===== config.mk =====
export PLATFORM = sky130hd
export DESIGN_NAME = sram_scheduler
export DESIGN_NICKNAME = d
export VERILOG_FILES = /design/src/rtl/sram_scheduler.sv
export SDC_FILE = /design/constraint.sdc
export NUM_CORES = 1
export LEC_CHECK = 0
export CORE_ASPECT_RATIO = 1.75
export CORE_MARGIN = 10
export CORE_UTILIZATION = 29
export CTS_BUF_LIST = sky130_fd_sc_hd__clkbuf_4 sky130_fd_sc_hd__clkbuf_8 sky130_fd_sc_hd__clkbuf_16
export DETAILED_ROUTE_END_ITERATION = 7
export HOLD_SLACK_MARGIN = 0.1
export PLACE_DENSITY_LB_ADDON = 0.25
export SKIP_LAST_GASP = 1
export SYNTH_ARGS = -nofsm -noshare
export SYNTH_HDL_FRONTEND = slang
export SYNTH_SLANG_ARGS = --single-unit

===== constraint.sdc =====
create_clock -name clk -period 6.4 [get_ports clk]
set_clock_uncertainty 0.15 [all_clocks]
set_input_delay 0.64 -clock clk [delete_from_list [all_inputs] [get_ports clk]]
set_output_delay 0.64 -clock clk [all_outputs]
set_load 0.01 [all_outputs]

===== src/rtl/sram_scheduler.sv =====
// Arbitrates the single-port SRAM frame store between display line prefetch,
// camera pixel read-modify-write and full-frame erase.
module sram_scheduler #(
  parameter int H_VISIBLE      = 640,
  parameter int V_VISIBLE      = 480,
  parameter int WORDS_PER_LINE = 40,
  parameter int FRAME_WORDS    = 19200
) (
  input  logic        clk,
  input  logic        reset,
  input  logic [10:0] hcounter,
  input  logic [9:0]  vcounter,
  input  logic        cam_valid,
  input  logic [9:0]  x,
  input  logic [9:0]  y,
  input  logic        erase_req,
  output logic [17:0] address,
  output logic [15:0] data_write,
  output logic        read,
  output logic        write,
  input  logic        ready,
  input  logic [15:0] data_read,
  output logic        lb_wr_en,
  output logic [5:0]  lb_wr_addr,
  output logic [15:0] lb_wr_data,
  output logic        busy,
  output logic        fill_overrun
);

  localparam logic [10:0] H_END      = H_VISIBLE[10:0];
  localparam logic [9:0]  V_END      = V_VISIBLE[9:0];
  localparam logic [9:0]  V_LAST     = V_END - 10'd1;
  localparam logic [5:0]  LAST_WORD  = 6'(WORDS_PER_LINE - 1);
  localparam logic [17:0] WPL        = 18'(WORDS_PER_LINE);
  localparam logic [14:0] ERASE_LAST = 15'(FRAME_WORDS - 1);

  typedef enum logic [3:0] {
    IDLE, FILL_RD, FILL_WAIT, CAM_RD, CAM_RWAIT, CAM_WR, CAM_WWAIT, ERASE_WR, ERASE_WAIT
  } state_t;

  state_t      state;
  logic        trig_prev, vblank_prev;
  logic        fill_pend, cam_pend, erase_pend, erase_active;
  logic [9:0]  fill_line;
  logic [5:0]  idx;
  logic [14:0] eidx;
  logic [9:0]  cam_x, cam_y;
  logic [3:0]  cam_bit;

  logic        trig_cond, trig_edge, vblank_cond, vblank_edge, filling, cam_in_range;
  logic [9:0]  next_line;

  assign trig_cond    = (hcounter == H_END) && (vcounter < V_END);
  assign trig_edge    = trig_cond && !trig_prev;
  assign vblank_cond  = (vcounter == V_END);
  assign vblank_edge  = vblank_cond && !vblank_prev;
  assign next_line    = (vcounter == V_LAST) ? 10'd0 : vcounter + 10'd1;
  assign filling      = (state == FILL_RD) || (state == FILL_WAIT);
  assign cam_in_range = ({1'b0, x} < H_END) && (y < V_END);

  // Job sequencing; request latching comes after the case so that a new
  // request in the same cycle as a completion is never lost.
  always_ff @(posedge clk or posedge reset) begin
    if (reset) begin
      state        <= IDLE;
      address      <= '0;
      data_write   <= '0;
      read         <= 1'b0;
      write        <= 1'b0;
      lb_wr_en     <= 1'b0;
      lb_wr_addr   <= '0;
      lb_wr_data   <= '0;
      busy         <= 1'b0;
      fill_overrun <= 1'b0;
      trig_prev    <= 1'b0;
      vblank_prev  <= 1'b0;
      fill_pend    <= 1'b0;
      cam_pend     <= 1'b0;
      erase_pend   <= 1'b0;
      erase_active <= 1'b0;
      fill_line    <= '0;
      idx          <= '0;
      eidx         <= '0;
      cam_x        <= '0;
      cam_y        <= '0;
      cam_bit      <= '0;
    end else begin
      lb_wr_en <= 1'b0;
      case (state)
        IDLE: begin
          if (fill_pend) begin
            fill_pend <= 1'b0;
            idx       <= '0;
            state     <= FILL_RD;
            busy      <= 1'b1;
          end else if (erase_active) begin
            state <= ERASE_WR;
            busy  <= 1'b1;
          end else if (cam_pend) begin
            state <= CAM_RD;
            busy  <= 1'b1;
          end
        end
        FILL_RD: begin
          address <= {8'd0, fill_line} * WPL + {12'd0, idx};
          read    <= 1'b1;
          state   <= FILL_WAIT;
        end
        FILL_WAIT: begin
          if (ready) begin
            read       <= 1'b0;
            lb_wr_en   <= 1'b1;
            lb_wr_addr <= idx;
            lb_wr_data <= data_read;
            if (idx == LAST_WORD) begin
              idx   <= '0;
              state <= IDLE;
              busy  <= 1'b0;
            end else begin
              idx   <= idx + 6'd1;
              state <= FILL_RD;
            end
          end
        end
        // The bit position is captured here so a newer camera point cannot
        // disturb the write half of this read-modify-write.
        CAM_RD: begin
          address <= {8'd0, cam_y} * WPL + {12'd0, cam_x[9:4]};
          cam_bit <= 4'd15 - cam_x[3:0];
          read    <= 1'b1;
          state   <= CAM_RWAIT;
        end
        CAM_RWAIT: begin
          if (ready) begin
            read       <= 1'b0;
            data_write <= data_read | (16'd1 << cam_bit);
            state      <= CAM_WR;
          end
        end
        CAM_WR: begin
          write <= 1'b1;
          state <= CAM_WWAIT;
        end
        CAM_WWAIT: begin
          if (ready) begin
            write    <= 1'b0;
            cam_pend <= 1'b0;
            state    <= IDLE;
            busy     <= 1'b0;
          end
        end
        ERASE_WR: begin
          address    <= {3'd0, eidx};
          data_write <= '0;
          write      <= 1'b1;
          state      <= ERASE_WAIT;
        end
        ERASE_WAIT: begin
          if (ready) begin
            write <= 1'b0;
            state <= IDLE;
            busy  <= 1'b0;
            if (eidx == ERASE_LAST) begin
              eidx         <= '0;
              erase_active <= 1'b0;
              erase_pend   <= 1'b0;
            end else begin
              eidx <= eidx + 15'd1;
            end
          end
        end
        default: begin
          state <= IDLE;
          read  <= 1'b0;
          write <= 1'b0;
          busy  <= 1'b0;
        end
      endcase

      trig_prev   <= trig_cond;
      vblank_prev <= vblank_cond;
      if (trig_edge) begin
        if (filling) begin
          fill_overrun <= 1'b1;
        end else begin
          fill_pend <= 1'b1;
          fill_line <= next_line;
        end
      end
      if (vblank_edge && erase_pend && !erase_active)
        erase_active <= 1'b1;
      if (erase_req)
        erase_pend <= 1'b1;
      if (cam_valid && cam_in_range) begin
        cam_x    <= x;
        cam_y    <= y;
        cam_pend <= 1'b1;
      end
    end
  end

endmodule

# --- After elaboration in Yosys (flattened, before gate mapping) ---
# Index checks and enable logic that the tools add are counted.
totals:
  register_bits: 126
  latchBits: 0
  ramBits: 0
  rom_bits: 0
  input_bits: 62
  out_inout_bits: 61
  word_cells: 140
  memories: 0
classes:
  add_sub_neg: 6
  mul: 2
  div: 0
  magnitude_cmp: 3
  eq_ne: 20
  shifts: 1
  mux: 38
  bitwise_logic: 5
  n_reduce_logical: 43
ops:
  columns: ["cell", "count"]
  rows:
  - ["case mux 18 bit (3 select lines)", 1]
  - ["adder 16 x 6 -> 17 bit", 2]
  - ["case mux 16 bit (2 select lines)", 1]
  - ["case mux 4 bit (8 select lines)", 1]
  - ["multiplier 10 x 3 -> 13 bit (second input constant)", 2]
  - ["two-way mux 4 bit", 6]
  - ["== test 10 x 9 -> 1 bit (second input constant)", 2]
  - ["less-than comparator 10 x 9 -> 1 bit (second input constant)", 2]
  - ["nonzero test 2 bit", 10]
  - ["two-way mux 1 bit", 19]
  - ["two-way mux 6 bit", 3]
  - ["== test 4 x 3 -> 1 bit (second input constant)", 4]
  - ["two-way mux 16 bit", 1]
  - ["bitwise OR 16 bit", 1]
  - ["AND reduction 2 bit", 8]
  - ["<< shifter 1 x 4 -> 16 bit (first input constant)", 1]
  - ["adder 15 x 1 -> 15 bit (second input constant)", 1]
  - ["== test 15 bit (second input constant)", 1]
  - ["two-way mux 15 bit", 1]
  - ["OR reduction 5 bit", 3]
  - ["case mux 6 bit (2 select lines)", 1]
  - ["== test 11 x 10 -> 1 bit (second input constant)", 1]
  - ["adder 10 x 1 -> 10 bit (second input constant)", 1]
  - ["less-than comparator 10 bit (second input constant)", 1]
  - ["other kinds (22)", 44]

# --- Depth between registers and ports, before layout ---
# Gate-level depths: netlist of the first run.
depth:
  ltp_word: 6
  ltp_mapped: 12
  depth_no_buf: 12

# --- Worst setup path after synthesis of the first run ---
# Ideal clock, no wire load.
synth_timing:
  kind: "reg2reg"
  startpoint: "register fill_line[1]"
  endpoint: "register address[14]"
  setup_time_ps: 141
  arrival_ps: 2629
  t_required_ps: 6109
  path_slack_ps: 3480
  path_stages_with_launch: 12
  path_buffers: 0
  period_less_slack_ps: 2920
  path_cell_list: "dfrtp_1 > ha_1 > ha_1 > inv_1 > fa_1 > xor2_1 > nor4_4 > nand4_1 > nor4_2 > xnor2_1 > a22oi_1 > a31oi_1"
synth_between:
  elab_chain_cells: 3
synth_rtl:
  columns: ["element", "line_no", "rtl"]
  rows:
  - ["start, declared", "44", "logic [9:0] fill_line;"]
  - ["start signal, assigned", "187", "fill_line <= next_line;"]
  - ["multiplier 10 x 3 -> 13 bit", "105", "address <= {8'd0, fill_line} * WPL + {12'd0, idx};"]
  - ["adder 16 x 6 -> 17 bit", "105", null]
  - ["case mux 18 bit (3 select lines)", "89", "case (state)"]
  - ["end signal, assigned", "105", null]
  - ["end signal, assigned", "128", "address <= {8'd0, cam_y} * WPL + {12'd0, cam_x[9:4]};"]
  - ["end signal, assigned", "153", "address <= {3'd0, eidx};"]
  - ["end, declared", "17", "output logic [17:0] address,"]
# No other way between the ends. The select of a mux whose other input is x is not followed.
# A chain may end at the register's enable or synchronous reset.

# --- Worst setup path in the final report of the first run ---
# Ends and elaborated chain as after synthesis.

==> flow_metrics.py, run 1 <==
metrics = {
    "timing": {
        "fmaxAchievable_mhz": 312.1,
        "report.final.slew_viol_count": 0,
        "timing.final.setup_violations": 0,
        "holdWs_ns": 0.3042,
        "max_slew.worst_pin.slew_ns": 1.018,
        "slew_headroom": 0.3216,
        "tns_ns": 0,
        "finalCriticalPeriod_ns": 3.204,
        "rsz0062_at_grt": "false",
        "timing.final.hold_violations": 0,
        "min_period_over_period": 0.5006,
    },
    "die": {
        "io_pins": 123,
        "dieArea_mm2": 0.03125,
        "std_cell_rows": 75,
        "initial_core_util": 0.2941,
        "fp.dieH_um": 226.5,
        "core-area_mm2": 0.02402,
        "dieWidth_um": 138.0,
    },
    "worst_setup_path": {
        "worst_setup_path_start_kind": "flop",
        "crit_arrival_ns": 3.34,
        "critPathKind": "flop to flop",
        "worst-r2r-cell-count": 12,
        "r2r-end": "address[14]",
        "r2r_slack_ns": 3.20,
        "critical_path_required_ns": 6.53,
        "critical_path.endpoint_type": "flop",
        "critical_path_peak_fanout": 4,
        "rr_startpoint": "fill_line[1]",
    },
    "worst_hold_path": {
        "hold_path_class": "flop to flop",
        "worst_hold_start": "cam_x[1]",
        "min_delay_path_depth": 1,
        "hold_path_end": "cam_bit[1]",
    },
    "clock_tree": {
        "cts_made_buffers": 17,
        "cts.htree.levels": 4,
        "clkTransAtPathRegs_ns": 0.06,
        "clock_insertion_delay_worst_skew_ns": 0.41,
        "cts_buffer_depth": 2,
        "cts_root_buf": "clkbuf_16",
        "tritoncts": "done",
        "cts.sink_count": 125,
        "cts-resized-gates": 0,
        "postCtsSetupBuffers": 0,
        "hold_fix_buffers_at_cts": 0,
    },
    "pwr": {
        "p_int_uw": 2279,
        "power.density_mw_per_mm2": 400.1,
        "share_comb_of_total_power": 0.404,
        "p_seq_frac": 0.342,
        "sw_frac_of_total": 0.3786,
        "ir_drop_v": 0.0002051,
        "p_leak_uw": 0.003897,
        "power.net_switching_uw": 1389,
        "clkPwrFrac": 0.254,
    },
    "layout": {
        "area_delta_synth_final_pct": 29.79,
        "net_count_of_the_finished_layout": 980,
        "drive_above_1_share": 0.08814,
        "antennaDiodeCount": 0,
        "fillerInstances": 2473,
    },
    "drt": {
        "initialDrtViolationCount": 187,
        "route.final.wire_length_um": 20390,
        "dr_total_vias": 5914,
        "number_of_routed_nets_with_antenna_violations": 0,
        "post_drt_via_cell_ratio": 4.957,
        "detail_route.first_pass.iterations": 4,
        "wire_per_inst_um": 17.09,
        "post-route-drc-count": 0,
    },
    "yosys": {
        "synth.lib_cells_used.distinct": 70,
        "synth_cells": 754,
        "post_synth_edffs": 0,
        "average_footprint_of_a_synthesized_cell_um2": 9.369,
        "synth-seq-cells": 125,
        "syn-num-nets": 862,
        "yosys_warnings": 0,
        "synth.cell_area_mm2": 0.007064,
        "ys_async_sr_fraction": 1.000,
        "dominantRegCellSynth": "dfrtp_1",
        "synth_seq_area_share": 0.4428,
    },
    "placement": {
        "placement.io_buffers": 121,
        "gp_routability_congestion": 0.8430,
        "detailedPlacementHpwl_um": 15760,
    },
    "global_route": {
        "grt_antenna_before_repair": 0,
        "global_route.overflow_total": 0,
        "largest_net_degree_at_the_start_of_global_routing": 80,
        "first_pass_grt_wire_length_um": 32240,
        "grt.total_usage": 0.1317,
        "via_count_of_the_first_global_routing_pass": 6072,
    },
    "outcome": {
        "result_of_the_run": "completed",
    },
    "run": {
        "max_capacitance_violation_total": 0,
    },
}
==> synthesized netlist by cell type (all sizes together) (6+ instances only) <==
library cell,n,share of area
nand2,126,0.067
o22ai,11,0.0097
xor2,13,0.016
dfrtp,125,0.44
nor2b,15,0.013
and2,6,0.0053
mux2,20,0.032
or2,7,0.0062
xnor2,28,0.035
ha,42,0.074
nor3,15,0.012
a22oi,8,0.0085
nor2,53,0.029
a31oi,17,0.015
a21oi,40,0.029
nand3,26,0.018
inv,24,0.013
o21ai,58,0.041
nand4,8,0.0080
a21o,6,0.0064
clkbuf,23,0.012
==> area by class of cell <==
type	count	area [um2]	share of cell area
Multi-Input combinational cell	578	3746	0.4086
Sequential cell	125	3128	0.3412
Timing Repair Buffer	126	1249	0.1362
Clock buffer	19	452.9	0.04940
Tap cell	308	385.4	0.04203
Clock inverter	13	115.1	0.01255
Inverter	24	92.59	0.01010
==> logic make-up after synthesis <==
logic type               after synthesis  share of synthesized area
multiplexers                          22                    0.03525
flip-flops                           125                     0.4428
buffers and inverters                 51                    0.02763
AND/OR/NAND/NOR                      291                     0.1980
XOR/XNOR                              41                    0.05083
adder cells (fa/ha/maj)               46                    0.08572
other                                  1                  0.0005308
AO/OA/AOI/OAI                        177                     0.1592
==> cells in the final DEF (no fill, tap or decap), types with 19 or more instances in the layout <==
| master | Yosys | layout |
|---|---|---|
| ha_1 | 42 | 42 |
| nand3_1 | 26 | 26 |
| o21ai_0 | 55 | 55 |
| a21oi_1 | 39 | 39 |
| mux2_2 | 19 | 19 |
| dfrtp_1 | 125 | 125 |
| inv_1 | 24 | 23 |
| xnor2_1 | 28 | 28 |
| nor2_1 | 52 | 52 |
| nand2_1 | 126 | 126 |
| clkdlybuf4s50_1 | 0 | 121 |
==> power by group through the flow <==
stage / logic (uW) / clock network (uW) / registers [uW]
2_1_floorplan: 840 / 0 / 1250
6_report: 1480 / 931 / 1250
3_5_place_dp: 1510 / 0 / 1270
4_1_cts: 1520 / 956 / 1260
5_1_grt: 1650 / 985 / 1290
3_3_place_gp: 1500 / 0 / 1270
==> through the flow <==
stage | total power (uW) | cell area (um2) | setup slack (ns) | util | std cells
after floorplan | 2088 | 7064 | 2.282 | - | 754
after global placement | 2767 | 8601 | 2.875 | 0.3580 | 1161
after detailed placement | 2783 | 8601 | 2.838 | 0.3580 | 1161
after CTS | 3735 | 9169 | 3.171 | 0.3817 | 1193
after global routing | 3926 | 9169 | 2.838 | 0.3817 | 1193
final | 3668 | 9169 | 3.196 | 0.3817 | 1193
==> state kept, by name, indices dropped and copies added (netlist names), 6 cells and up <==
| signal | flops |
|---|---|
| cam_y | 10 |
| address | 17 |
| eidx | 15 |
| lb_wr_addr | 6 |
| lb_wr_data | 16 |
| fill_line | 10 |
| cam_x | 10 |
| data_write | 16 |
| idx | 6 |
==> worst max-delay path, cell delays in order (launching register included) <==
cell	delay [ns]
dfrtp_1	0.40
ha_1	0.29
ha_1	0.21
inv_1	0.07
fa_1	0.39
nor2b_1	0.16
o22ai_1	0.11
xnor2_1	0.30
nand4_1	0.23
nor4_2	0.34
xnor2_1	0.13
a22oi_1	0.18
a31oi_1	0.11
==> per-layer routing <==
layer | global-route usage | wire [um] | vias to the layer above
li1 | - | - | 2913
met1 | 0.1316 | 7383 | 2866
met2 | 0.2552 | 11700 | 117
met3 | 0.02238 | 909 | 18
met4 | 0.05404 | 399 | 0
met5 | 0 | 0 | -
==> worst max path at each step <==
| stage | startpoint | end | slack [ns] | cells past startpoint |
|---|---|---|---|---|
| final | fill_line[1] | address[14] | 3.20 | 12 |
| after global routing | fill_line[1] | address[14] | 2.84 | 12 |
| after CTS | fill_line[1] | address[14] | 3.17 | 12 |
| after detailed placement | vcounter[9] | fill_line[0] | 2.84 | 8 |
| after global placement | vcounter[9] | fill_line[8] | 2.87 | 8 |
| after floorplan | reset | address[0] | 2.28 | 1 |
Power figures use the tool's default switching activity.
==> inputs of run 2 (changes only) <==
==> constraint.sdc (replaced) <==
create_clock -name clk -period 3.03 [get_ports clk]
set_clock_uncertainty 0.15 [all_clocks]
set_input_delay 0.303 -clock clk [delete_from_list [all_inputs] [get_ports clk]]
set_output_delay 0.303 -clock clk [all_outputs]
set_load 0.01 [all_outputs]
==> flow_metrics.py, run 2 (same netlist as run 1, synthesis figures left out) <==
metrics = {
    "layout": {
        "post-route-cell-area_mm2": 0.009719,
        "number_of_flip_flops_under_the_largest_register_name": 17,
        "fillerInstances": 2419,
        "net_count_of_the_finished_layout": 1025,
        "drive_above_1_share": 0.1505,
        "antennaDiodeCount": 0,
        "layout_common_cells": "126 x nand2_1, 125 x dfrtp_1, 121 x clkdlybuf4s50_1",
        "register_with_the_highest_flop_count": "address",
        "multi_input_area_mm2": 0.003862,
        "instances_no_fill": 1238,
        "seq_cell_area_mm2": 0.003128,
        "area_delta_synth_final_pct": 37.58,
        "reg_top3": "address (17), data_write (16), lb_wr_data (16)",
        "final_util": 0.4046,
        "most_common_cell_after_layout_fill_and_taps_aside": "nand2_1",
    },
    "timing": {
        "rsz0062_at_grt": "true",
        "timing.final.hold_violations": 0,
        "report.final.slew_viol_count": 0,
        "min_period_over_period": 0.9696,
        "fmaxAchievable_mhz": 340.4,
        "timing.final.setup_violations": 0,
        "holdWs_ns": 0.1553,
        "finalCriticalPeriod_ns": 2.938,
        "max_slew.worst_pin.slew_ns": 0.6075,
        "slew_headroom": 0.5941,
    },
    "drt": {
        "number_of_routed_nets_with_antenna_violations": 0,
        "route.final.wire_length_um": 20680,
        "detail_route.first_pass.iterations": 4,
        "wire_per_inst_um": 16.71,
        "initialDrtViolationCount": 252,
        "post_drt_via_cell_ratio": 4.888,
        "dr_total_vias": 6051,
        "post-route-drc-count": 0,
    },
    "die": {
        "dieArea_mm2": 0.03125,
        "initial_core_util": 0.2941,
        "std_cell_rows": 75,
        "dieWidth_um": 138.0,
        "io_pins": 123,
        "core-area_mm2": 0.02402,
        "fp.dieH_um": 226.5,
    },
    "run": {
        "max_capacitance_violation_total": 0,
    },
    "worst_setup_path": {
        "path_buf_inv": 0,
        "crit_arrival_ns": 3.08,
        "critical_path_required_ns": 3.17,
        "critical_path.endpoint_type": "flop",
        "critical_path_peak_fanout": 3,
        "slowest_stage": "dfrtp_1",
        "worst_setup_path_start_kind": "flop",
        "worst_path_largest_cell_delay_ns": 0.39,
        "critPathKind": "flop to flop",
        "cp_cell_sequence": "ha_1 -> ha_1 -> a211o_1 -> a211o_1 -> a221oi_4 -> and4_4 -> xnor2_1 -> o22ai_1 -> a21oi_1 -> a21oi_1",
        "crit_family": "compound AO/OA/AOI/OAI gates",
    },
    "pwr": {
        "post-layout-total-power_uw": 8200,
        "power.density_mw_per_mm2": 843.6,
        "ir_drop_v": 0.0004081,
        "p_leak_uw": 0.004165,
    },
    "clock_tree": {
        "cts.sink_count": 125,
        "cts_buffer_depth": 2,
        "hold_fix_buffers_at_cts": 0,
        "cts_made_buffers": 17,
        "cts_root_buf": "clkbuf_16",
        "clkTransAtPathRegs_ns": 0.06,
        "clock_insertion_delay_worst_skew_ns": 0.42,
        "cts.htree.levels": 4,
        "tritoncts": "done",
    },
    "placement": {
        "dp_cells": 1203,
        "detailedPlacementHpwl_um": 16210,
        "detailed_place.area_mm2": 0.008955,
        "gp_routability_congestion": 0.8306,
        "placement.io_buffers": 121,
    },
    "global_route": {
        "via_count_of_the_first_global_routing_pass": 6330,
        "first_pass_grt_wire_length_um": 32650,
        "grt.total_usage": 0.1330,
        "largest_net_degree_at_the_start_of_global_routing": 35,
        "grt_antenna_before_repair": 0,
        "global_route.overflow_total": 0,
    },
    "outcome": {
        "result_of_the_run": "completed",
    },
    "worst_hold_path": {
        "hold_path_class": "input port to asynchronous set/reset pin",
    },
}
## run 2: metal layers
metal  part of all wire  vias up  GRT usage
li1                   -     2999          -
met1               0.37     2918     0.1310
met2               0.57      108     0.2583
met3              0.041       26    0.02482
met4              0.020        0    0.05437
met5                  0        -          0
## run 2: report_power, final
part	internal [uW]	switching, uW	leakage (uW)
sequential	2160	375	0.00155
combinational	1660	1830	0.00231
clock	1370	800	0.000303
## run 2: layout make-up
class / instances / share of cell area
clock buffers: 20 / 0.04802
clock inverters: 12 / 0.01635
inverters: 24 / 0.009655
multi-input cells: 578 / 0.3974
flip-flops and latches: 125 / 0.3218
well taps: 308 / 0.03965
repair buffers: 171 / 0.1671
## run 2: what timing repair did
item	CTS	global route
endpoints found under the setup margin	0	6
resized for setup	0	20
setup buffers	0	3
## run 2: path summary, 6_finish.rpt
check	depth (start not counted)	endpoint	startpoint	slack [ns]
min in group clk	3	lb_wr_data[2]	data_read[2]	0.30
worst max-delay path	10	address[12]	cam_y[2]	0.09
worst min register to register	1	cam_bit[0]	cam_x[0]	0.30
max in group asynchronous	3	cam_pend	reset	1.93
worst min-delay path	2	busy	reset	0.16
worst max register to register	10	address[12]	cam_y[2]	0.09
## run 2: through the flow
stage	TNS (ns)	setup WS, ns
2_1_floorplan	0	0.1096
3_3_place_gp	0	0.06024
3_5_place_dp	0	0.04991
4_1_cts	0	0.03147
5_1_grt	-0.2189	-0.06249
6_report	0	0.09199
==> inputs of run 3 (changes only) <==
--- a/config.mk
+++ b/config.mk
@@ -12,6 +12,7 @@
 export DETAILED_ROUTE_END_ITERATION = 7
 export HOLD_SLACK_MARGIN = 0.1
 export PLACE_DENSITY_LB_ADDON = 0.25
+export SETUP_SLACK_MARGIN = 0.4
 export SKIP_LAST_GASP = 1
 export SYNTH_ARGS = -nofsm -noshare
 export SYNTH_HDL_FRONTEND = slang
==> flow_metrics.py, run 3 (same netlist as run 1, synthesis figures left out) <==
metrics = {
    "drt": {
        "route.final.wire_length_um": 21500,
        "post_drt_via_cell_ratio": 4.902,
        "dr_total_vias": 6049,
        "initialDrtViolationCount": 270,
        "wire_per_inst_um": 17.42,
        "number_of_routed_nets_with_antenna_violations": 0,
        "detail_route.first_pass.iterations": 4,
        "post-route-drc-count": 0,
    },
    "worst_hold_path": {
        "hold_path_class": "input port to asynchronous set/reset pin",
    },
    "clock_tree": {
        "cts.htree.levels": 4,
        "cts_buffer_depth": 2,
        "tritoncts": "done",
        "cts_root_buf": "clkbuf_16",
        "clock_insertion_delay_worst_skew_ns": 0.42,
        "cts_made_buffers": 17,
        "clkTransAtPathRegs_ns": 0.06,
        "cts.sink_count": 125,
        "hold_fix_buffers_at_cts": 0,
    },
    "timing": {
        "fmaxAchievable_mhz": 344.9,
        "max_slew.worst_pin.slew_ns": 0.8026,
        "report.final.slew_viol_count": 0,
        "timing.final.hold_violations": 0,
        "holdWs_ns": 0.2305,
        "min_period_over_period": 0.9568,
        "timing.final.setup_violations": 0,
        "fin_ws_ns": 0.1309,
        "finalCriticalPeriod_ns": 2.899,
        "rsz0062_at_grt": "true",
        "slew_headroom": 0.4638,
    },
    "die": {
        "initial_core_util": 0.2941,
        "io_pins": 123,
        "dieArea_mm2": 0.03125,
        "fp.dieH_um": 226.5,
        "std_cell_rows": 75,
        "dieWidth_um": 138.0,
        "core-area_mm2": 0.02402,
    },
    "layout": {
        "drive_above_1_share": 0.1739,
        "final_util": 0.4093,
        "fillerInstances": 2437,
        "number_of_flip_flops_under_the_largest_register_name": 17,
        "most_common_cell_after_layout_fill_and_taps_aside": "nand2_1",
        "seq_cell_area_mm2": 0.003131,
        "antennaDiodeCount": 0,
        "multi_input_area_mm2": 0.004043,
        "net_count_of_the_finished_layout": 1021,
        "area_delta_synth_final_pct": 39.20,
        "layout_common_cells": "125 x nand2_1, 123 x dfrtp_1, 121 x clkdlybuf4s50_1",
        "register_with_the_highest_flop_count": "address",
        "reg_top3": "address (17), data_write (16), lb_wr_data (16)",
    },
    "run": {
        "max_capacitance_violation_total": 0,
    },
    "pwr": {
        "p_leak_uw": 0.004162,
        "ir_drop_v": 0.0004537,
        "post-layout-total-power_uw": 8252,
        "power.density_mw_per_mm2": 839.2,
    },
    "worst_setup_path": {
        "critical_path.endpoint_type": "flop",
        "r2r-end": "address[13]",
        "worst_path_largest_cell_delay_ns": 0.42,
        "worst-r2r-cell-count": 13,
        "critical_path_required_ns": 3.19,
        "rr_startpoint": "cam_y[2]",
        "slowest_stage": "dfrtp_1",
        "r2r_slack_ns": 0.13,
        "cp_cell_sequence": "buf_6 -> ha_2 -> ha_4 -> inv_2 -> fa_2 -> nor2b_1 -> o311a_1 -> o31a_1 -> a21oi_2 -> nand3_2 -> xnor2_2 -> o221ai_1 -> mux2_4",
        "critical_path_peak_fanout": 2,
        "critPathKind": "flop to flop",
        "crit_arrival_ns": 3.06,
        "worst_setup_path_start_kind": "flop",
    },
    "placement": {
        "preCtsSetupSlack_ns": 0.02317,
        "placement.io_buffers": 121,
        "detailedPlacementHpwl_um": 16520,
        "gp_routability_congestion": 0.8396,
    },
    "global_route": {
        "global_route.overflow_total": 0,
        "grt_antenna_before_repair": 0,
        "via_count_of_the_first_global_routing_pass": 6451,
        "first_pass_grt_wire_length_um": 33780,
        "largest_net_degree_at_the_start_of_global_routing": 53,
        "grt.total_usage": 0.1383,
    },
    "outcome": {
        "result_of_the_run": "completed",
    },
}
run 3: changes by cell type in the layout (fill, tap and decap cells not counted), sizes merged:
cell and delta:
bufinv -1, clkinvlp +3, buf -4, clkinv -1
clkbuf -1
run 3: critical path: cells and delay by family, from the launching register on:
| kind | cells | cell delay (ns) |
|---|---|---|
| AND/OR/NAND/NOR | 2 | 0.20 |
| multiplexers | 1 | 0.26 |
| XOR/XNOR | 1 | 0.18 |
| AO/OA/AOI/OAI | 4 | 0.85 |
| flip-flops | 1 | 0.42 |
| buffers and inverters | 2 | 0.19 |
| adder cells (fa/ha/maj) | 3 | 0.54 |
run 3: repair_timing:
action                     4_1_cts  5_1_grt
pin swaps                       16       12
gates cloned                     0        0
setup buffers                    5        2
gates resized for setup         24       20
setup endpoints to repair        7        8
run 3: power by group:
part           internal [uW]  total [uW]  switching, uW
clock network           1260        2060            800
logic                   1750        3660           1910
registers               2160        2540            374
run 3: cell type report:
type / count / area share
multi-input combinational: 578 / 0.4111
inverter: 24 / 0.009543
clock inverter: 13 / 0.01412
tap: 308 / 0.03919
sequential: 125 / 0.3184
timing repair buffer: 167 / 0.1616
clock buffer: 19 / 0.04606
run 3: layer usage:
| layer | wire length [um] | GRT usage |
|---|---|---|
| met5 | 0 | 0 |
| met4 | 518 | 0.05302 |
| met3 | 884 | 0.02527 |
| met2 | 12350 | 0.2707 |
| met1 | 7745 | 0.1364 |
run 3: worst max-delay path by stage:
stage	from	endpoint	slack, ns	cells after the start
floorplan	cam_y[1]	address[13]	0.19	12
CTS	cam_y[3]	address[13]	0.09	12
detailed placement	fill_line[3]	address[13]	0.02	11
finish	cam_y[2]	address[13]	0.13	13
global placement	fill_line[1]	address[13]	0.04	11
global route	cam_y[2]	address[13]	-0.007	13
run 3: stage by stage:
stage               instance area, um2  instances    TNS, ns
detailed placement                8905       1195          0
global placement                  8905       1195          0
finish                            9833       1234          0
global route                      9833       1234  -0.006990
floorplan                         7091        754          0
CTS                               9697       1232          0
